`src/rtl/merge_tree_feeder.sv`:
```
// Upstream feeder for the 8-leaf merge sorter tree: deals RUN_LEN-record runs round-robin
// onto the leaf lanes, then terminates every lane with one SENTINEL.
module merge_tree_feeder #(
  parameter int unsigned RUN_LEN  = 4,
  parameter logic [31:0] SENTINEL = 32'hFFFFFFFF
) (
  input  logic         clk,
  input  logic         rst,
  input  logic         start,
  input  logic [15:0]  total_len,
  input  logic [31:0]  s_data,
  input  logic         s_valid,
  output logic         s_ready,
  output logic [255:0] din,
  output logic [7:0]   enq,
  input  logic [7:0]   full,
  output logic         busy,
  output logic         done,
  output logic         order_err,
  output logic [15:0]  fed_cnt
);

  localparam logic [15:0] RunLast = 16'(RUN_LEN - 1);

  typedef enum logic [1:0] {StIdle, StFeed, StPad, StDone} state_e;

  state_e      state_q;
  logic [15:0] total_q;
  logic [15:0] fed_cnt_q;
  logic [15:0] run_pos_q;
  logic [2:0]  lane_q;
  logic [31:0] prev_q;
  logic        order_err_q;
  logic        hs;
  logic [7:0]  slot_lo;

  // Lane 0 sits in the top slot of the bus, lane 7 in the bottom one.
  assign slot_lo = {~lane_q, 5'b0};

  // Enqueue is combinational so a record is pushed in the same cycle it is accepted.
  always_comb begin
    s_ready = 1'b0;
    hs      = 1'b0;
    enq     = '0;
    din     = '0;
    unique case (state_q)
      StFeed: begin
        s_ready = !full[lane_q];
        hs      = s_valid && !full[lane_q];
        if (hs) begin
          enq[lane_q]      = 1'b1;
          din[slot_lo +: 32] = s_data;
        end
      end
      StPad: begin
        if (!full[lane_q]) begin
          enq[lane_q]      = 1'b1;
          din[slot_lo +: 32] = SENTINEL;
        end
      end
      StIdle, StDone: ;
    endcase
  end

  always_ff @(posedge clk) begin
    if (rst) begin
      state_q     <= StIdle;
      total_q     <= '0;
      fed_cnt_q   <= '0;
      run_pos_q   <= '0;
      lane_q      <= '0;
      prev_q      <= '0;
      order_err_q <= 1'b0;
    end else begin
      unique case (state_q)
        StIdle: begin
          if (start) begin
            total_q     <= total_len;
            fed_cnt_q   <= '0;
            run_pos_q   <= '0;
            lane_q      <= '0;
            order_err_q <= 1'b0;
            state_q     <= (total_len == 16'd0) ? StPad : StFeed;
          end
        end
        StFeed: begin
          if (hs) begin
            fed_cnt_q <= fed_cnt_q + 16'd1;
            prev_q    <= s_data;
            // Ordering is only meaningful inside a run; a new run may restart low.
            if (run_pos_q != 16'd0 && s_data < prev_q) order_err_q <= 1'b1;
            if (run_pos_q == RunLast) begin
              run_pos_q <= '0;
              lane_q    <= lane_q + 3'd1;
            end else begin
              run_pos_q <= run_pos_q + 16'd1;
            end
            if (fed_cnt_q == total_q - 16'd1) begin
              state_q   <= StPad;
              lane_q    <= '0;
              run_pos_q <= '0;
            end
          end
        end
        StPad: begin
          if (!full[lane_q]) begin
            lane_q <= lane_q + 3'd1;
            if (lane_q == 3'd7) state_q <= StDone;
          end
        end
        StDone: state_q <= StIdle;
      endcase
    end
  end

  assign busy      = (state_q == StFeed) || (state_q == StPad);
  assign done      = (state_q == StDone);
  assign order_err = order_err_q;
  assign fed_cnt   = fed_cnt_q;

endmodule

```
`config.mk`:
```
export PLATFORM = sky130hd
export DESIGN_NAME = merge_tree_feeder
export DESIGN_NICKNAME = d
export VERILOG_FILES = /design/src/rtl/merge_tree_feeder.sv
export SDC_FILE = /design/constraint.sdc
export NUM_CORES = 1
export LEC_CHECK = 0
export BUFFER_PORTS_ARGS = -buffer_cell sky130_fd_sc_hd__buf_2
export CAP_MARGIN = 20
export CORE_ASPECT_RATIO = 1.75
export CORE_MARGIN = 2
export CORE_UTILIZATION = 50
export DETAILED_ROUTE_END_ITERATION = 10
export GPL_ROUTABILITY_DRIVEN = 0
export PLACE_DENSITY_LB_ADDON = 0.15
export SYNTH_ARGS = -nofsm -noshare
export SYNTH_HDL_FRONTEND = slang
export SYNTH_SLANG_ARGS = --single-unit
```
`constraint.sdc`:
```
create_clock -name clk -period 5.86 [get_ports clk]
set_input_delay 1.758 -clock clk [delete_from_list [all_inputs] [get_ports clk]]
set_output_delay 1.758 -clock clk [all_outputs]
set_load 0.005 [all_outputs]
```
==> summary.md, run 1 <==
| Metric | Value |
|---|---|
| Logic pwr share | 44.5% |
| Pre-antenna DRT Iters | 7 |
| Fin crit share | 98.1% |
| Core ar. | 0.0168 mm2 |
| Final Power | 2.32 mW |
| Synthesis Warnings | 0 |
| Final setup TNS | 0 ns |
| Area grow syn2layout | 25.8% |
| Min Tclk post-route | 5.75 ns |
| Post-synthesis xor/xnor area fraction | 4.32% |
| Clock transition at path regs | 0.07 ns |
| Layout cells sized above 1 | 26.4% |
| Number of global-route vias before repair | 9197 |
| Grt ovf | 0 |
| CP max FO | 28 |
| Critical path, cell by cell | buf_2, mux4_2, mux2i_2, and3_1, nand3_2, or2_2, nor2_1, o21a_1, buf_2 |
| Lkg Pwr | 4.89 nW |
| Total Nets Final | 1654 |
| Layout fillers | 1597 |
| Final hold violation count | 0 |
| Worst setup EP type | output port |
| Crit-path leading delay family | simple AND/OR/NAND/NOR gates |
| Fmax | 174 MHz |
| Slew @ Worst Pin | 1.04 ns |
| Antenna violations before repair | 1 |
| First-pass GRT wire length | 53100 um |
| Most frequent CP cell | buf_2 |
| Vias per cell | 5.84 |
| VDD IR max | 271 uV |
| Post-CTS Hold Buffers | 0 |
| Final Setup Violations | 0 |
| Seq pwr share | 29.0% |
| WL per Instance | 20.6 um |
| Max-slew violations | 0 |
| # placed instances | 1764 |
| Post-DP HPWL | 27300 um |
| CTS tree | built |
| Placement Cell Area | 0.0104 mm2 |
| Root Buffer | clkbuf_16 |
| Switching share of total power | 43.5% |
| Post-Synthesis Cells | 1282 |
| Internal Power | 1.31 mW |
| Die W | 103 um |
| Post-CTS Setup Inserts | 0 |
| Ys flop type | dfxtp_1 |
| Residual DRC | 0 |
| Largest family of logic cells by synthesized area | simple AND/OR/NAND/NOR gates |
| Initial DRC count | 870 |
| Syn_nets | 1387 |
| Number of buffers and inverters on the critical path | 2 |
| Critical path class | in2out |
| Final WS setup | 0.112 ns |
| Clk buf depth | 2 |
| Clock latency at the later pin of the worst-skew pair | 0.36 ns |
| Distinct cell type count after synthesis | 63 |
| Synth Area in Adders | 6.62% |
| Setup WS pre-CTS | 0.0798 ns |
| Worst hold margin | 0.455 ns |
| MaxCap Viol Count | 0 |
| Req. time, crit path | 4.10 ns |
| Tot GR Track Use | 38.9% |
| Initial Util | 50.7% |
| Largest net degree at the start of global routing | 182 |
| Clk_skew | 0.0114 ns |
| Clock sinks | 86 |
| NetSw | 1.01 mW |
| Buffers on Ports | 343 |
| Multiplexer share of the synthesized area | 1.32% |
| #FFs+latches synth | 86 |
| Remaining antenna violation count | 0 |
| Final Non-Filler Cells | 1783 |
| Clock Power Share | 26.5% |
| Number of synthesized flops with an enable pin | 0 |
| Cell row count | 63 |
| Startpoint types | input pin |
| Slew headroom | 30.0% |
| Hold WC Path Type | reg2reg |
| Crit-path max cell delay | 0.59 ns |
| Die height | 177 um |
| P per Cell Area | 217 mW/mm2 |
| Simple-Gate Fraction of Synth Area | 31.1% |
| CTS Buf Count | 9 |
| Final Core Density | 63.8% |
| Seq/Total Area, Yosys | 20.2% |
| Cell area after layout | 0.0107 mm2 |
| Post-Synthesis Mean Instance Area | 6.64 um2 |
| Mapped cell area | 0.00851 mm2 |
| I/O Pins | 344 |
| Synth Area in Compound Gates | 28.7% |
| Async set or reset register ratio after synthesis | 0% |
| Outcome | completed |
| Routed via count | 10400 |
| Slowest cell on crit path | or2_2 |
| CP Data Arrival Time | 3.99 ns |
| Routed Wire Length | 36700 um |
| RSZ-0062 raised after global routing | no |
| Overall die area | 0.0181 mm2 |
| H-tree levels | 3 |
## metal layers
metal  vias up  wire (um)  global-route usage, %
li1       4880          -                      -
met1      4777      13100                   44.1
met2       595      17900                   66.0
met3       153       3070                   6.33
met4         2       2600                   24.7
met5         -         12                      0
## placed cells by master, fill, tap and decap left out, drive strengths merged, types with 12 or more instances in the layout
master,netlist,final
o21a,168,168
nand2b,33,33
nor4,13,13
buf,22,372
dfxtp,86,86
or3,33,33
a21o,15,15
a21oi,144,144
o21ai,12,12
xnor2,18,18
nor2b,26,26
nand3,25,25
nor2,240,240
nand2,120,120
nor3,20,20
and3,16,16
nand4,16,16
xor2,24,24
inv,47,49
clkbuf,95,12
ha,45,45
## registers in the layout, indices dropped and copies added, names as in the netlist
| register | flops |
|---|---|
| total_q | 16 |
| state_q | 2 |
| prev_q | 32 |
| fed_cnt | 16 |
| run_pos_q | 16 |
| lane_q | 3 |
| order_err | 1 |
## tightest hold or removal path, delay by kind of cell (launching register included)
| kind | cells | cell delay (ns) |
|---|---|---|
| compound gates | 1 | 0.05 |
| simple gates | 1 | 0.05 |
| flops | 1 | 0.31 |
## cell usage after synthesis, drive strengths merged (2+ instances only)
master / count / area share (%)
a211oi: 4 / 0.35
a21o: 15 / 1.3
a21oi: 144 / 8.5
a22oi: 2 / 0.18
a31oi: 3 / 0.40
a41oi: 2 / 0.21
and2: 8 / 0.59
and3: 16 / 1.2
and4: 5 / 0.51
buf: 22 / 1.4
clkbuf: 95 / 4.2
dfxtp: 86 / 20
ha: 45 / 6.6
inv: 47 / 2.1
mux2: 3 / 0.40
mux2i: 3 / 0.40
mux4: 2 / 0.53
nand2: 120 / 5.3
nand2b: 33 / 2.4
nand3: 25 / 1.5
nand4: 16 / 1.2
nor2: 240 / 11
nor2b: 26 / 1.9
nor3: 20 / 1.2
nor4: 13 / 1.0
o2111ai: 2 / 0.41
o211ai: 2 / 0.18
o21a: 168 / 15
o21ai: 12 / 0.71
o221ai: 4 / 0.41
or2: 5 / 0.37
or3: 33 / 2.4
or4: 4 / 0.40
xnor2: 18 / 1.9
xor2: 24 / 2.5
## worst paths after layout
| kind | slack, ns | to | startpoint | cells past startpoint |
|---|---|---|---|---|
| setup / recovery | 0.11 | din[96] | full[3] | 9 |
| hold / removal | 0.45 | prev_q[18] | prev_q[18] | 2 |
| setup reg to reg | 2.32 | fed_cnt[9] | lane_q[0] | 9 |
| hold reg to reg | 0.45 | prev_q[18] | prev_q[18] | 2 |
## final cells by class
class                   instances  area [um2]  area share, %
clock buffers                  11         243           2.27
well taps                     227         284           2.65
inverters                      48         180           1.68
flip-flops and latches         86        1720           16.1
multi-input cells            1031        6160           57.6
clock inverters                 5        66.3          0.620
diodes                          2        5.00         0.0468
repair buffers                373        2040           19.1
## cell families (layout without fill, tap and decap cells)
family                     count (synthesis)  count (layout)
muxes                                      8               8
and+or+nand+nor                          569             569
adders and majority gates                 45              45
DFF                                       86              86
other                                      0               2
buffers and inverters                    165             437
xor gates and xnor gates                  42              42
AOI/OAI and AO/OA                        367             367
## power groups by stage
stage / clock (mW) / sequential [mW] / combinational (mW)
4_1_cts: 0.612 / 0.672 / 0.999
3_5_place_dp: 0 / 0.685 / 0.996
3_3_place_gp: 0 / 0.684 / 0.984
5_1_grt: 0.638 / 0.679 / 1.11
6_report: 0.616 / 0.673 / 1.03
2_1_floorplan: 0 / 0.672 / 0.755
## what timing repair did
| action | CTS | global route |
|---|---|---|
| endpoints found under the hold margin | 0 | 0 |
| setup endpoints to repair | 0 | 38 |
| resized for setup | 0 | 3 |
Power figures use the tool's default switching activity.
==> inputs of run 2 (changes only) <==
CORE_MARGIN = 8   (was 2)
==> run 2 against run 1 <==
Worst hold slack improved by 0.0017 ns. First-iteration DRC count increased by 15%. Clock power increased by 4.1%. Register-to-register slack improved by 0.27 ns. Setup slack got worse by 0.013 ns. Sequential power about the same. Combinational power about the same. Sequential share of layout area decreased by 0.051 points. Global-route usage decreased by 4.4 points. Critical path depth unchanged. Clock skew increased by 0.0050 ns. Cell area increased by 0.32%. Critical path type unchanged. Critical endpoint is now din[193]. Largest power group unchanged.
==> summary.md, run 2 (same netlist as run 1, synthesis figures left out) <==
| Metric | Value |
|---|---|
| I/O Pins | 344 (unchanged) |
| Req. time, crit path | 4.10 ns (about the same) |
| Cell area after layout | 0.0107 mm2 (about the same) |
| Layout cells sized above 1 | 26.5% (was 26.4%) |
| Slew headroom | 31.9% (was 30.0%) |
| Residual DRC | 0 (unchanged) |
| Commonest cells after routing, fill and taps aside | buf_2 (343), nor2_1 (239), o21a_1 (168) (unchanged) |
| NetSw | 0.986 mW (was 1.01 mW) |
| Slowest cell on crit path | or2_2 (unchanged) |
| Post-DP HPWL | 29400 um (was 27300 um) |
| Commonest non-fill, non-tap cell in the layout | buf_2 (unchanged) |
| Final Core Density | 64.0% (was 63.8%) |
| FF-to-FF End | run_pos_q[1] (was fed_cnt[9]) |
| RSZ-0062 raised after global routing | no (unchanged) |
| Max-slew violations | 0 (unchanged) |
| Core ar. | 0.0168 mm2 (unchanged) |
| Slew @ Worst Pin | 1.01 ns (was 1.04 ns) |
| Clock Power Share | 27.3% (was 26.5%) |
| Min Tclk post-route | 5.76 ns (was 5.75 ns) |
| Clk buf depth | 2 (unchanged) |
| First-pass GRT wire length | 57500 um (was 53100 um) |
| Startpoint types | input pin (unchanged) |
| Logic pwr share | 44.0% (was 44.5%) |
| Total Nets Final | 1656 (was 1654) |
| Top reg by flops | prev_q (unchanged) |
| Critical path class | in2out (unchanged) |
| VDD IR max | 231 uV (was 271 uV) |
| R2r setup slk | 2.59 ns (was 2.32 ns) |
| Critical path, cell by cell | buf_2, mux4_2, mux2i_2, and3_1, nand2_1, or2_2, nor2_1, o21a_1, buf_2 (was buf_2, mux4_2, mux2i_2, and3_1, nand3_2, or2_2, nor2_1, o21a_1, buf_2) |
| Lkg Pwr | 4.92 nW (was 4.89 nW) |
| Hold WC Path Type | reg2reg (unchanged) |
| CTS tree | built (unchanged) |
| P per Cell Area | 219 mW/mm2 (was 217 mW/mm2) |
| Largest net degree at the start of global routing | 127 (was 182) |
| Post-CTS Hold Buffers | 0 (unchanged) |
| Layout fillers | 1671 (was 1597) |
| Origin of the critical flop-to-flop path | total_q[0] (was lane_q[0]) |
| Die height | 189 um (was 177 um) |
| CP max FO | 28 (unchanged) |
| WL per Instance | 21.7 um (was 20.6 um) |
| H-tree levels | 3 (unchanged) |
| Fmax | 174 MHz (about the same) |
| Grt ovf | 0 (unchanged) |
| Clock transition at path regs | 0.06 ns (was 0.07 ns) |
| Pre-antenna DRT Iters | 5 (was 7) |
| CTS Buf Count | 9 (unchanged) |
| Worst setup EP type | output port (unchanged) |
| Crit-path max cell delay | 0.57 ns (was 0.59 ns) |
| WHS Path Cells | 2 (unchanged) |
| WHS Endpoint | prev_q[27] (was prev_q[18]) |
| Final setup TNS | 0 ns (unchanged) |
| Switching share of total power | 42.0% (was 43.5%) |
| M3 GR Usage | 6.79% (was 6.33%) |
| Max reg flops | 32 (unchanged) |
| Met1 usage | 35.6% (was 44.1%) |
| Routed via count | 10400 (about the same) |
| Root Buffer | clkbuf_16 (unchanged) |
| Placement Cell Area | 0.0104 mm2 (about the same) |
| Number of global-route vias before repair | 10200 (was 9197) |
| Die W | 115 um (was 103 um) |
| Most frequent CP cell | buf_2 (unchanged) |
| Vias per cell | 5.81 (was 5.84) |
| GRT met2 Usage | 60.9% (was 66.0%) |
| Initial DRC count | 997 (was 870) |
| Antenna violations before repair | 1 (unchanged) |
| MaxCap Viol Count | 0 (unchanged) |
| Tot GR Track Use | 34.5% (was 38.9%) |
| Outcome | completed (unchanged) |
| Cell count of the worst reg-to-reg path | 9 (unchanged) |
| Routed Wire Length | 38600 um (was 36700 um) |
| Buffers on Ports | 343 (unchanged) |
| Cell row count | 63 (unchanged) |
| Internal Power | 1.36 mW (was 1.31 mW) |
| Seq pwr share | 28.7% (was 29.0%) |
| Overall die area | 0.0216 mm2 (was 0.0181 mm2) |
| Fin crit share | 98.3% (was 98.1%) |
| Hold Startpoint | prev_q[27] (was prev_q[18]) |
| Final hold violation count | 0 (unchanged) |
| Area grow syn2layout | 26.2% (was 25.8%) |
| Busiest layer in global routing | met2 (unchanged) |
| Final Setup Violations | 0 (unchanged) |
| Clock sinks | 86 (unchanged) |
| CP Data Arrival Time | 4.00 ns (was 3.99 ns) |
| Clk_skew | 0.0164 ns (was 0.0114 ns) |
| Remaining antenna violation count | 0 (unchanged) |
| Initial Util | 50.7% (unchanged) |
| Clock latency at the later pin of the worst-skew pair | 0.35 ns (was 0.36 ns) |
run 2: worst max-delay path by stage:
stage	from	end	slack, ns
finish	full[7]	din[193]	0.1
global route	full[3]	din[213]	0.006
CTS	full[7]	din[98]	0.05
detailed placement	full[7]	din[87]	0.0001
global placement	full[7]	din[87]	0.06
floorplan	full[7]	din[48]	0.19
run 2: worst max-delay path: cells and delay by family:
family | cells | cell delay (ns)
AO/OA/AOI/OAI | 1 | 0.13
multiplexers | 2 | 0.69
buffers and inverters | 2 | 0.23
AND/OR/NAND/NOR | 4 | 1.18
run 2: final cells by class:
cell class | count | area (um2) | share of cell area [%]
repair buffers | 375 | 2060 | 19.2
multi-input cells | 1031 | 6150 | 57.3
inverters | 48 | 180 | 1.68
clock buffers | 10 | 239 | 2.23
well taps | 227 | 284 | 2.65
flip-flops and latches | 86 | 1720 | 16.0
clock inverters | 6 | 92.6 | 0.862
diodes | 1 | 2.50 | 0.0233
run 2: through the flow:
step	worst slack, ns	hold slack [ns]	instances	power [mW]
finish	0.0989	0.457	1784	2.35
global route	0.00596	0.472	1784	2.46
CTS	0.0506	0.456	1782	2.31
detailed placement	0.000108	0.447	1766	1.67
global placement	0.0614	0.442	1766	1.65
floorplan	0.188	0.436	1282	1.43
run 2: power by group through the flow:
stage	Combinational [mW]	Sequential [mW]	Clock [mW]
after detailed placement	0.984	0.685	0
final	1.03	0.673	0.641
after global placement	0.971	0.683	0
after global routing	1.12	0.679	0.661
after floorplan	0.755	0.672	0
after CTS	0.989	0.672	0.645
run 2: repair_timing:
action | 4_1_cts | 5_1_grt
setup buffers | 0 | 0
gates resized for setup | 1 | 2
setup endpoints to repair | 1 | 22
run 2: routing by layer:
metal	wire, um	vias to the layer above
li1	-	4883
met1	13600	4756
met2	19100	576
met3	3220	148
met4	2660	0
met5	0	-
